<file path="config.mk">
export PLATFORM = sky130hd
export DESIGN_NAME = uart_frame_packetizer
export DESIGN_NICKNAME = d
export VERILOG_FILES = /design/src/rtl/pkt_pkg.sv /design/src/rtl/crc8_update.sv /design/src/rtl/uart_frame_packetizer.sv
export SDC_FILE = /design/constraint.sdc
export NUM_CORES = 1
export LEC_CHECK = 0
export CORE_UTILIZATION = 50
export CTS_BUF_LIST = sky130_fd_sc_hd__clkbuf_8
export DETAILED_ROUTE_END_ITERATION = 12
export GPL_ROUTABILITY_DRIVEN = 0
export GPL_TIMING_DRIVEN = 0
export PLACE_DENSITY = 0.72
export SYNTH_ARGS = -nofsm -noshare
export SYNTH_HDL_FRONTEND = slang
export SYNTH_SLANG_ARGS = --single-unit
</file>
<file path="constraint.sdc">
create_clock -name clk -period 3.32 [get_ports clk]
set_clock_uncertainty 0.15 [all_clocks]
set_input_delay 0.498 -clock clk [delete_from_list [all_inputs] [get_ports clk]]
set_output_delay 0.498 -clock clk [all_outputs]
set_load 0.1 [all_outputs]
</file>
<file path="src/rtl/pkt_pkg.sv">
`default_nettype none
// ============================================================================
//  Module      : pkt_pkg
//  Description : Shared definitions for the UART frame packetizer: FSM state
//                encoding, CRC-8 polynomial and the default start-of-frame
//                byte. The CRC state exists only when PKT_CRC8_EN is defined.
//  Revision    : 1.0 - initial release
// ============================================================================
package pkt_pkg;

  localparam logic [7:0] CRC8_POLY    = 8'h07;
  localparam logic [7:0] DEF_SOF_BYTE = 8'hA5;

  typedef enum logic [2:0] {
    ST_IDLE = 3'd0,
    ST_SOF  = 3'd1,
    ST_LEN  = 3'd2,
    ST_READ = 3'd3,
    ST_WAIT = 3'd4,
    ST_PAY  = 3'd5
`ifdef PKT_CRC8_EN
    , ST_CRC = 3'd6
`endif
  } state_t;

endpackage : pkt_pkg
`default_nettype wire

</file>
<file path="src/rtl/crc8_update.sv">
`default_nettype none
// ============================================================================
//  Module      : crc8_update
//  Description : Combinational byte-wide CRC-8 step (MSB first, no reflection,
//                no final XOR). Polynomial taken from pkt_pkg.
//  Ports       : crc_in  [7:0] - running CRC before this byte
//                data_in [7:0] - byte to fold in
//                crc_out [7:0] - running CRC after this byte
//  Revision    : 1.0 - initial release
// ============================================================================
module crc8_update
  import pkt_pkg::*;
(
  input  logic [7:0] crc_in,
  input  logic [7:0] data_in,
  output logic [7:0] crc_out
);

  always_comb begin
    logic [7:0] w_c;
    w_c = crc_in ^ data_in;
    for (int i = 0; i < 8; i++) begin
      w_c = w_c[7] ? ((w_c << 1) ^ CRC8_POLY) : (w_c << 1);
    end
    crc_out = w_c;
  end

endmodule : crc8_update
`default_nettype wire

</file>
<file path="src/rtl/uart_frame_packetizer.sv">
`default_nettype none
// ============================================================================
//  Module      : uart_frame_packetizer
//  Description : Drains a byte FIFO into a UART transmitter as framed packets:
//                SOF_BYTE, LEN, LEN payload bytes [, CRC-8]. A full-size frame
//                launches as soon as MAX_PAYLOAD bytes are queued; a short frame
//                is flushed after TIMEOUT_CYC cycles of a non-empty FIFO.
//                Optional macro PKT_CRC8_EN appends a CRC-8 byte (poly 0x07,
//                init 0x00) computed over LEN and the payload.
//  Ports       : clk, rst (async, active-high)
//                fifo_empty, fifo_count, fifo_data, data_out_valid - FIFO side
//                rd_en - one-cycle FIFO read pulse
//                tx_busy, start_tx, tx_data - UART side
//                pkt_done - pulses with the launch of a frame's last byte
//                busy - high whenever the FSM is not idle
//  Revision    : 1.0 - initial release
// ============================================================================
module uart_frame_packetizer
  import pkt_pkg::*;
#(
  parameter int         MAX_PAYLOAD = 16,
  parameter logic [7:0] SOF_BYTE    = DEF_SOF_BYTE,
  parameter int         TIMEOUT_CYC = 1000,
  parameter int         CNT_W       = 8
) (
  input  logic             clk,
  input  logic             rst,
  input  logic             fifo_empty,
  input  logic [CNT_W-1:0] fifo_count,
  input  logic [7:0]       fifo_data,
  input  logic             data_out_valid,
  input  logic             tx_busy,
  output logic             rd_en,
  output logic             start_tx,
  output logic [7:0]       tx_data,
  output logic             pkt_done,
  output logic             busy
);

  localparam int             TMR_W      = (TIMEOUT_CYC > 1) ? $clog2(TIMEOUT_CYC + 1) : 1;
  localparam logic [TMR_W-1:0] c_TMR_LAST = TMR_W'(TIMEOUT_CYC - 1);
  localparam logic [7:0]     c_MAX_LEN  = 8'(MAX_PAYLOAD);

  // Where the FSM goes after the final payload byte, and whether that byte
  // closes the frame.
`ifdef PKT_CRC8_EN
  localparam state_t c_ST_AFTER_PAY = ST_CRC;
  localparam logic   c_DONE_ON_PAY  = 1'b0;
`else
  localparam state_t c_ST_AFTER_PAY = ST_IDLE;
  localparam logic   c_DONE_ON_PAY  = 1'b1;
`endif

  state_t           r_state;
  logic [TMR_W-1:0] r_timer;
  logic [7:0]       r_len;
  logic [7:0]       r_cnt;
  logic [7:0]       r_byte;
  logic             r_guard;

  logic w_full;
  logic w_timeout;
  logic w_can_send;
  logic w_more;

  assign w_full     = (32'(fifo_count) >= 32'(MAX_PAYLOAD));
  assign w_timeout  = !fifo_empty && (r_timer == c_TMR_LAST);
  // tx_busy rises one cycle after start_tx; the guard covers that gap.
  assign w_can_send = !tx_busy && !r_guard;
  assign w_more     = ({1'b0, r_cnt} + 9'd1) < {1'b0, r_len};
  assign busy       = (r_state != ST_IDLE);

`ifdef PKT_CRC8_EN
  logic [7:0] r_crc;
  logic [7:0] w_crc_data;
  logic [7:0] w_crc_next;

  assign w_crc_data = (r_state == ST_LEN) ? r_len : r_byte;

  crc8_update u_crc8_update (
    .crc_in  (r_crc),
    .data_in (w_crc_data),
    .crc_out (w_crc_next)
  );
`endif

  always_ff @(posedge clk or posedge rst) begin
    if (rst) begin
      r_state  <= ST_IDLE;
      r_timer  <= '0;
      r_len    <= 8'h00;
      r_cnt    <= 8'h00;
      r_byte   <= 8'h00;
      r_guard  <= 1'b0;
      rd_en    <= 1'b0;
      start_tx <= 1'b0;
      tx_data  <= 8'h00;
      pkt_done <= 1'b0;
`ifdef PKT_CRC8_EN
      r_crc    <= 8'h00;
`endif
    end else begin
      rd_en    <= 1'b0;
      start_tx <= 1'b0;
      pkt_done <= 1'b0;
      r_guard  <= 1'b0;

      case (r_state)
        ST_IDLE: begin
          // Full-size launch wins over timeout; LEN is frozen here.
          if (w_full || w_timeout) begin
            r_len   <= w_full ? c_MAX_LEN : 8'(fifo_count);
            r_timer <= '0;
            r_cnt   <= 8'h00;
`ifdef PKT_CRC8_EN
            r_crc   <= 8'h00;
`endif
            r_state <= ST_SOF;
          end else if (fifo_empty) begin
            r_timer <= '0;
          end else if (r_timer != c_TMR_LAST) begin
            r_timer <= r_timer + TMR_W'(1);
          end
        end

        ST_SOF: begin
          if (w_can_send) begin
            start_tx <= 1'b1;
            tx_data  <= SOF_BYTE;
            r_guard  <= 1'b1;
            r_state  <= ST_LEN;
          end
        end

        ST_LEN: begin
          if (w_can_send) begin
            start_tx <= 1'b1;
            tx_data  <= r_len;
            r_guard  <= 1'b1;
`ifdef PKT_CRC8_EN
            r_crc    <= w_crc_next;
`endif
            if (r_len == 8'h00) begin
              r_state  <= c_ST_AFTER_PAY;
              pkt_done <= c_DONE_ON_PAY;
            end else begin
              r_state  <= ST_READ;
            end
          end
        end

        ST_READ: begin
          rd_en   <= 1'b1;
          r_state <= ST_WAIT;
        end

        ST_WAIT: begin
          if (data_out_valid) begin
            r_byte  <= fifo_data;
            r_state <= ST_PAY;
          end
        end

        ST_PAY: begin
          if (w_can_send) begin
            start_tx <= 1'b1;
            tx_data  <= r_byte;
            r_guard  <= 1'b1;
            r_cnt    <= r_cnt + 8'd1;
`ifdef PKT_CRC8_EN
            r_crc    <= w_crc_next;
`endif
            if (w_more) begin
              r_state  <= ST_READ;
            end else begin
              r_state  <= c_ST_AFTER_PAY;
              pkt_done <= c_DONE_ON_PAY;
            end
          end
        end

`ifdef PKT_CRC8_EN
        ST_CRC: begin
          if (w_can_send) begin
            start_tx <= 1'b1;
            tx_data  <= r_crc;
            r_guard  <= 1'b1;
            pkt_done <= 1'b1;
            r_state  <= ST_IDLE;
          end
        end
`endif

        default: r_state <= ST_IDLE;
      endcase
    end
  end

endmodule : uart_frame_packetizer
`default_nettype wire
</file>
-- Word level (Yosys, flattened, before mapping)
Index checks and enable logic that the tools add are counted.
- output and inout bits: 12
- register bits: 48
- add/subtract/negate cells: 3
- equal/unequal tests: 12
- muxes and demuxes: 27
- reductions and logical operators: 19
- $lt $le $gt $ge: 2
- operators by type and width (kind ; number):
    2-to-1 mux 8 bit ; 6
    2-to-1 mux 10 bit ; 3
    one-hot mux 8 bit (3 select lines) ; 1
    one-hot mux 3 bit (6 select lines) ; 1
    one-hot mux 8 bit (2 select lines) ; 1
    2-to-1 mux 3 bit ; 5
    adder 10 x 1 -> 10 bit, second input constant ; 1
    == test 10 bit, second input constant ; 1
    != test 10 bit, second input constant ; 1
    != test 2 bit, second input constant ; 5
    adder 8 x 1 -> 9 bit, second input constant ; 1
    less-than comparator 9 x 8 -> 1 bit ; 1
    nonzero test 3 bit ; 3
    adder 8 x 1 -> 8 bit, second input constant ; 1
    greater-or-equal comparator 8 x 5 -> 1 bit, second input constant ; 1
    zero test 8 bit ; 1
    2-to-1 mux 1 bit ; 7
    == test 3 x 2 -> 1 bit, second input constant ; 2
    == test 3 bit, second input constant ; 2
    AND reduction 2 bit ; 3
    AND reduction 5 bit ; 1
    2-to-1 mux 2 bit ; 2
    AND reduction 4 bit ; 1
    == test 3 x 1 -> 1 bit, second input constant ; 1
    other kinds (8) ; 11

-- Logic depth before layout (Yosys ltp)
- depth after elaboration: 5
- depth in mapped cells: 9

-- Worst setup path after synthesis
Ideal clock, no wire load.
- path type: reg-to-reg
- from: register r_cnt[0]
- to: register pkt_done
- arrival: 2075 ps
- library setup time: 130 ps
- setup slack: 965 ps
- clock period less this slack: 2355 ps
- stages on the path, launching flop included: 10
- cell sequence: dfrtp_1 -> ha_1 -> nand3_1 -> nor2_1 -> xor2_1 -> ha_1 -> a21oi_1 -> o221ai_1 -> a311o_1 -> nor3b_1
- longest elaborated chain between the ends: 5
- ends and longest elaborated chain (item ; RTL line ; RTL):
    start: declaration ; uart_frame_packetizer.sv:57 ; logic [7:0] r_cnt;
    start signal: assignment ; uart_frame_packetizer.sv:169 ; r_cnt <= r_cnt + 8'd1;
    adder 8 x 1 -> 9 bit ; uart_frame_packetizer.sv:70 ; assign w_more = ({1'b0, r_cnt} + 9'd1) < {1'b0, r_len};
    less-than comparator 9 x 8 -> 1 bit ; uart_frame_packetizer.sv:70 ;
    2-to-1 mux 1 bit ; uart_frame_packetizer.sv:173 ; if (w_more) begin
    2-to-1 mux 1 bit ; uart_frame_packetizer.sv:165 ; if (w_can_send) begin
    one-hot mux 1 bit (2 select lines) ; uart_frame_packetizer.sv:108 ; case (r_state)
    end signal: assignment ; uart_frame_packetizer.sv:145 ; pkt_done <= c_DONE_ON_PAY;
    end signal: assignment ; uart_frame_packetizer.sv:177 ; pkt_done <= c_DONE_ON_PAY;
    end: declaration ; uart_frame_packetizer.sv:36 ; output logic pkt_done,
Every way passes these cells.
A chain may end at the register's enable or synchronous reset.

-- Worst setup path after layout
- from: register r_state[1]
- to: output port busy
- longest elaborated chain between the ends: 1
- ends and longest elaborated chain (item ; RTL line ; RTL):
    start: declaration ; uart_frame_packetizer.sv:54 ; state_t r_state;
    start signal: assignment ; uart_frame_packetizer.sv:144 ; r_state <= c_ST_AFTER_PAY;
    start signal: assignment ; uart_frame_packetizer.sv:176 ; r_state <= c_ST_AFTER_PAY;
    nonzero test 3 bit ; uart_frame_packetizer.sv:71 ; assign busy = (r_state != ST_IDLE);
    end: declaration ; uart_frame_packetizer.sv:37 ; output logic busy
Every way passes these cells.

==> qor.yml <==
num_antenna_cells: 0
vias: 2084
insertion_delay_ps: 300
clock_sinks: 48
die_x_um: 73.8
layout-drive-gt1-share_pct: 11.9
clock_path_buffers: 2
pre_cts_ws_ps: 176
post_drt_wl_per_cell_um: 15.4
firstDrtPassIters: 4
fin_crit_sh_pct: 93.7
grt_pass1_wl_mm: 9.50
clk_pin_slew_ps: 90
dieArea_um2: 5450
finalWorstSetupSlack_ps: 210
fin_crit_ps: 3110
cts-root-buf: "clkbuf_8"
worst_r2r_path_depth: 9
io_pins: 33
cap_violations: 0
synth_top_area_share_pct: 46.6
pwr-share-seq_pct: 35.7
hpwl_mm: 4.11
wl_mm: 5.56
num-fill-cells: 433
ys_seq_elements: 48
p_comb_share_pct: 48.6
switching_share_pct: 46.3
area_growth_pct: 20.0
drt.antenna.violating_nets: 0
cp_max_fo: 10
crit_arrival_ps: 2460
htree_levels: 2
worstSetupEndpointType: "output port"
intPower_mw: 1.20
holdCritPathClass: "input port to asynchronous set/reset pin"
cts_buffers: 5
cp.depth: 5
nets: 323
setup_viol: 0
holdBufCountCts: 0
multi_input_area_um2: 1250
synth_area_um2: 2580
start_kind: "register"
crit_chain: "buf_2 -> nor3_2 -> inv_1 -> buf_2 -> dlygate4sd2_1"
cp.buffers_inverters: 4
postSynthAreaPerCell_um2: 10.2
final.setup.tns_ps: 0
synthCells: 253
fp.dieH_um: 73.8
rsz0062_at_grt: "no"
drt_iter0_markers: 115
crit_type: "register to output port"
slowest_delay_ps: 620
synthArstFlopShare_pct: 100
max_freq_mhz: 322
p_clk_share_pct: 15.8
synth_cell_types: 55
cp_top_family: "buffers and inverters"
p_switching_mw: 1.03
num_rows: 25
regArea_um2: 1200
start_util_pct: 53.2
synth.most_common_cell: "dfrtp_1"
max-vdd-ir-drop_v: 0.000370
p_leak_nw: 1.29
synthTopCellsByArea: "dfrtp_1 47%, ha_1 4.4%, mux2_2 3.5%"
syn_nets: 283
tightestPinTransition_ps: 971
slew_violations: 0
grt_use_total_pct: 23.0
yosys.area.top_type: "dfrtp_1"
post-cts-setup-buffers: 0
crit_slowest_cell: "dlygate4sd2_1"
grt_max_degree: 33
core_area_um2: 4850
p_per_area_nw_per_um2: 723
avgViaCountPerCell: 5.77
synth.yosys.seq_area_share_pct: 46.6
yosys_warnings: 0
drc: 0
cpMostUsedCell: "buf_2"
synth_flop_cell: "dfrtp_1"
maxSlewHeadroom_pct: 35.1
antenna_found_initial: 0
portBuffers: 32
status: "completed"
cts_tree: "built"
grt_pass1_vias: 2030
hold_viol: 0
required_ps: 2670
synth_edf_count: 0
grt_overflow_total: 0
synthTopCellsByCount: "48 x dfrtp_1, 21 x nand2_1, 19 x inv_1"
==> layer usage <==
metal	part of all wire (%)	track usage [%]	vias to the layer above
li1	-	-	1018
met1	47	30.6	1000
met2	48	38.5	61
met3	4.0	3.57	5
met4	0.97	7.26	0
met5	0	0	-
==> final cells by class <==
| type | count | area share (%) |
|---|---|---|
| multi-input cells | 175 | 40.5 |
| flip-flops and latches | 48 | 38.8 |
| repair buffers | 33 | 11.0 |
| well taps | 67 | 2.71 |
| inverters | 19 | 2.31 |
| clock buffers | 5 | 2.22 |
| plain buffers | 11 | 1.74 |
| clock inverters | 3 | 0.769 |
==> power by group through the flow <==
stage,Combinational (mW),Clock (mW),Sequential (mW)
finish,1.09,0.352,0.797
CTS,1.09,0.365,0.798
floorplan,0.559,0,1.06
global route,1.17,0.387,0.815
detailed placement,1.09,0,0.810
global placement,1.08,0,0.803
==> path summary, 6_finish.rpt <==
| path | end | from | slack, ps |
|---|---|---|---|
| setup / recovery | busy | r_state[1] | 210 |
| hold / removal | r_byte[4] | rst | 330 |
| setup reg to reg | pkt_done | r_cnt[0] | 690 |
| hold reg to reg | tx_data[4] | tx_data[4] | 330 |
| max in group asynchronous | r_cnt[4] | rst | 2200 |
| min in group clk | tx_data[4] | tx_data[4] | 330 |
==> cells by family (layout without fill, tap and decap cells) <==
| logic type | after synthesis | count (layout) | share of synthesized area [%] |
|---|---|---|---|
| adder cells (fa/ha/maj) | 9 | 9 | 4.37 |
| XOR/XNOR | 8 | 8 | 2.72 |
| AO/OA/AOI/OAI | 68 | 68 | 19.9 |
| buffers and inverters | 30 | 71 | 4.85 |
| flip-flops | 48 | 48 | 46.6 |
| multiplexers | 11 | 11 | 4.66 |
| AND/OR/NAND/NOR | 79 | 79 | 16.9 |
==> through the flow <==
step	total power [mW]	std cells	hold slack [ps]	cell area (um2)	util (%)
3_3_place_gp	1.88	352	316	2980	61.5
3_5_place_dp	1.90	353	321	3000	61.9
5_1_grt	2.37	361	354	3090	63.8
2_1_floorplan	1.62	253	332	2580	-
6_report	2.24	361	329	3090	63.8
4_1_cts	2.25	361	330	3090	63.8
==> cell usage in the layout, fill, tap and decap left out, types with 3 or more instances in the layout <==
master,count
a221o_1,4
ha_1,9
buf_2,4
a41oi_1,5
clkbuf_8,5
nor3b_1,3
a22oi_1,6
xor2_1,5
nand4_1,9
mux2i_1,3
and3_1,3
nand2_1,21
inv_1,18
nor2_1,18
a21oi_1,5
dfrtp_1,48
o311a_1,5
a31oi_1,3
mux2_2,8
o22a_1,4
nand3_1,6
o21ai_0,13
o21ai_1,5
clkbuf_1,5
clkdlybuf4s50_1,31
xnor2_1,3
o22ai_1,3
==> state kept, by name, indices dropped and copies added (netlist names) <==
name / flops
r_timer: 10
r_byte: 8
r_cnt: 8
r_len: 8
tx_data: 8
r_state: 3
pkt_done: 1
r_guard: 1
rd_en: 1
==> repair_timing <==
item,4_1_cts,5_1_grt
hold endpoints to repair,0,0
setup endpoints to repair,1,0
resized for setup,1,0
Power figures use the tool's default switching activity.
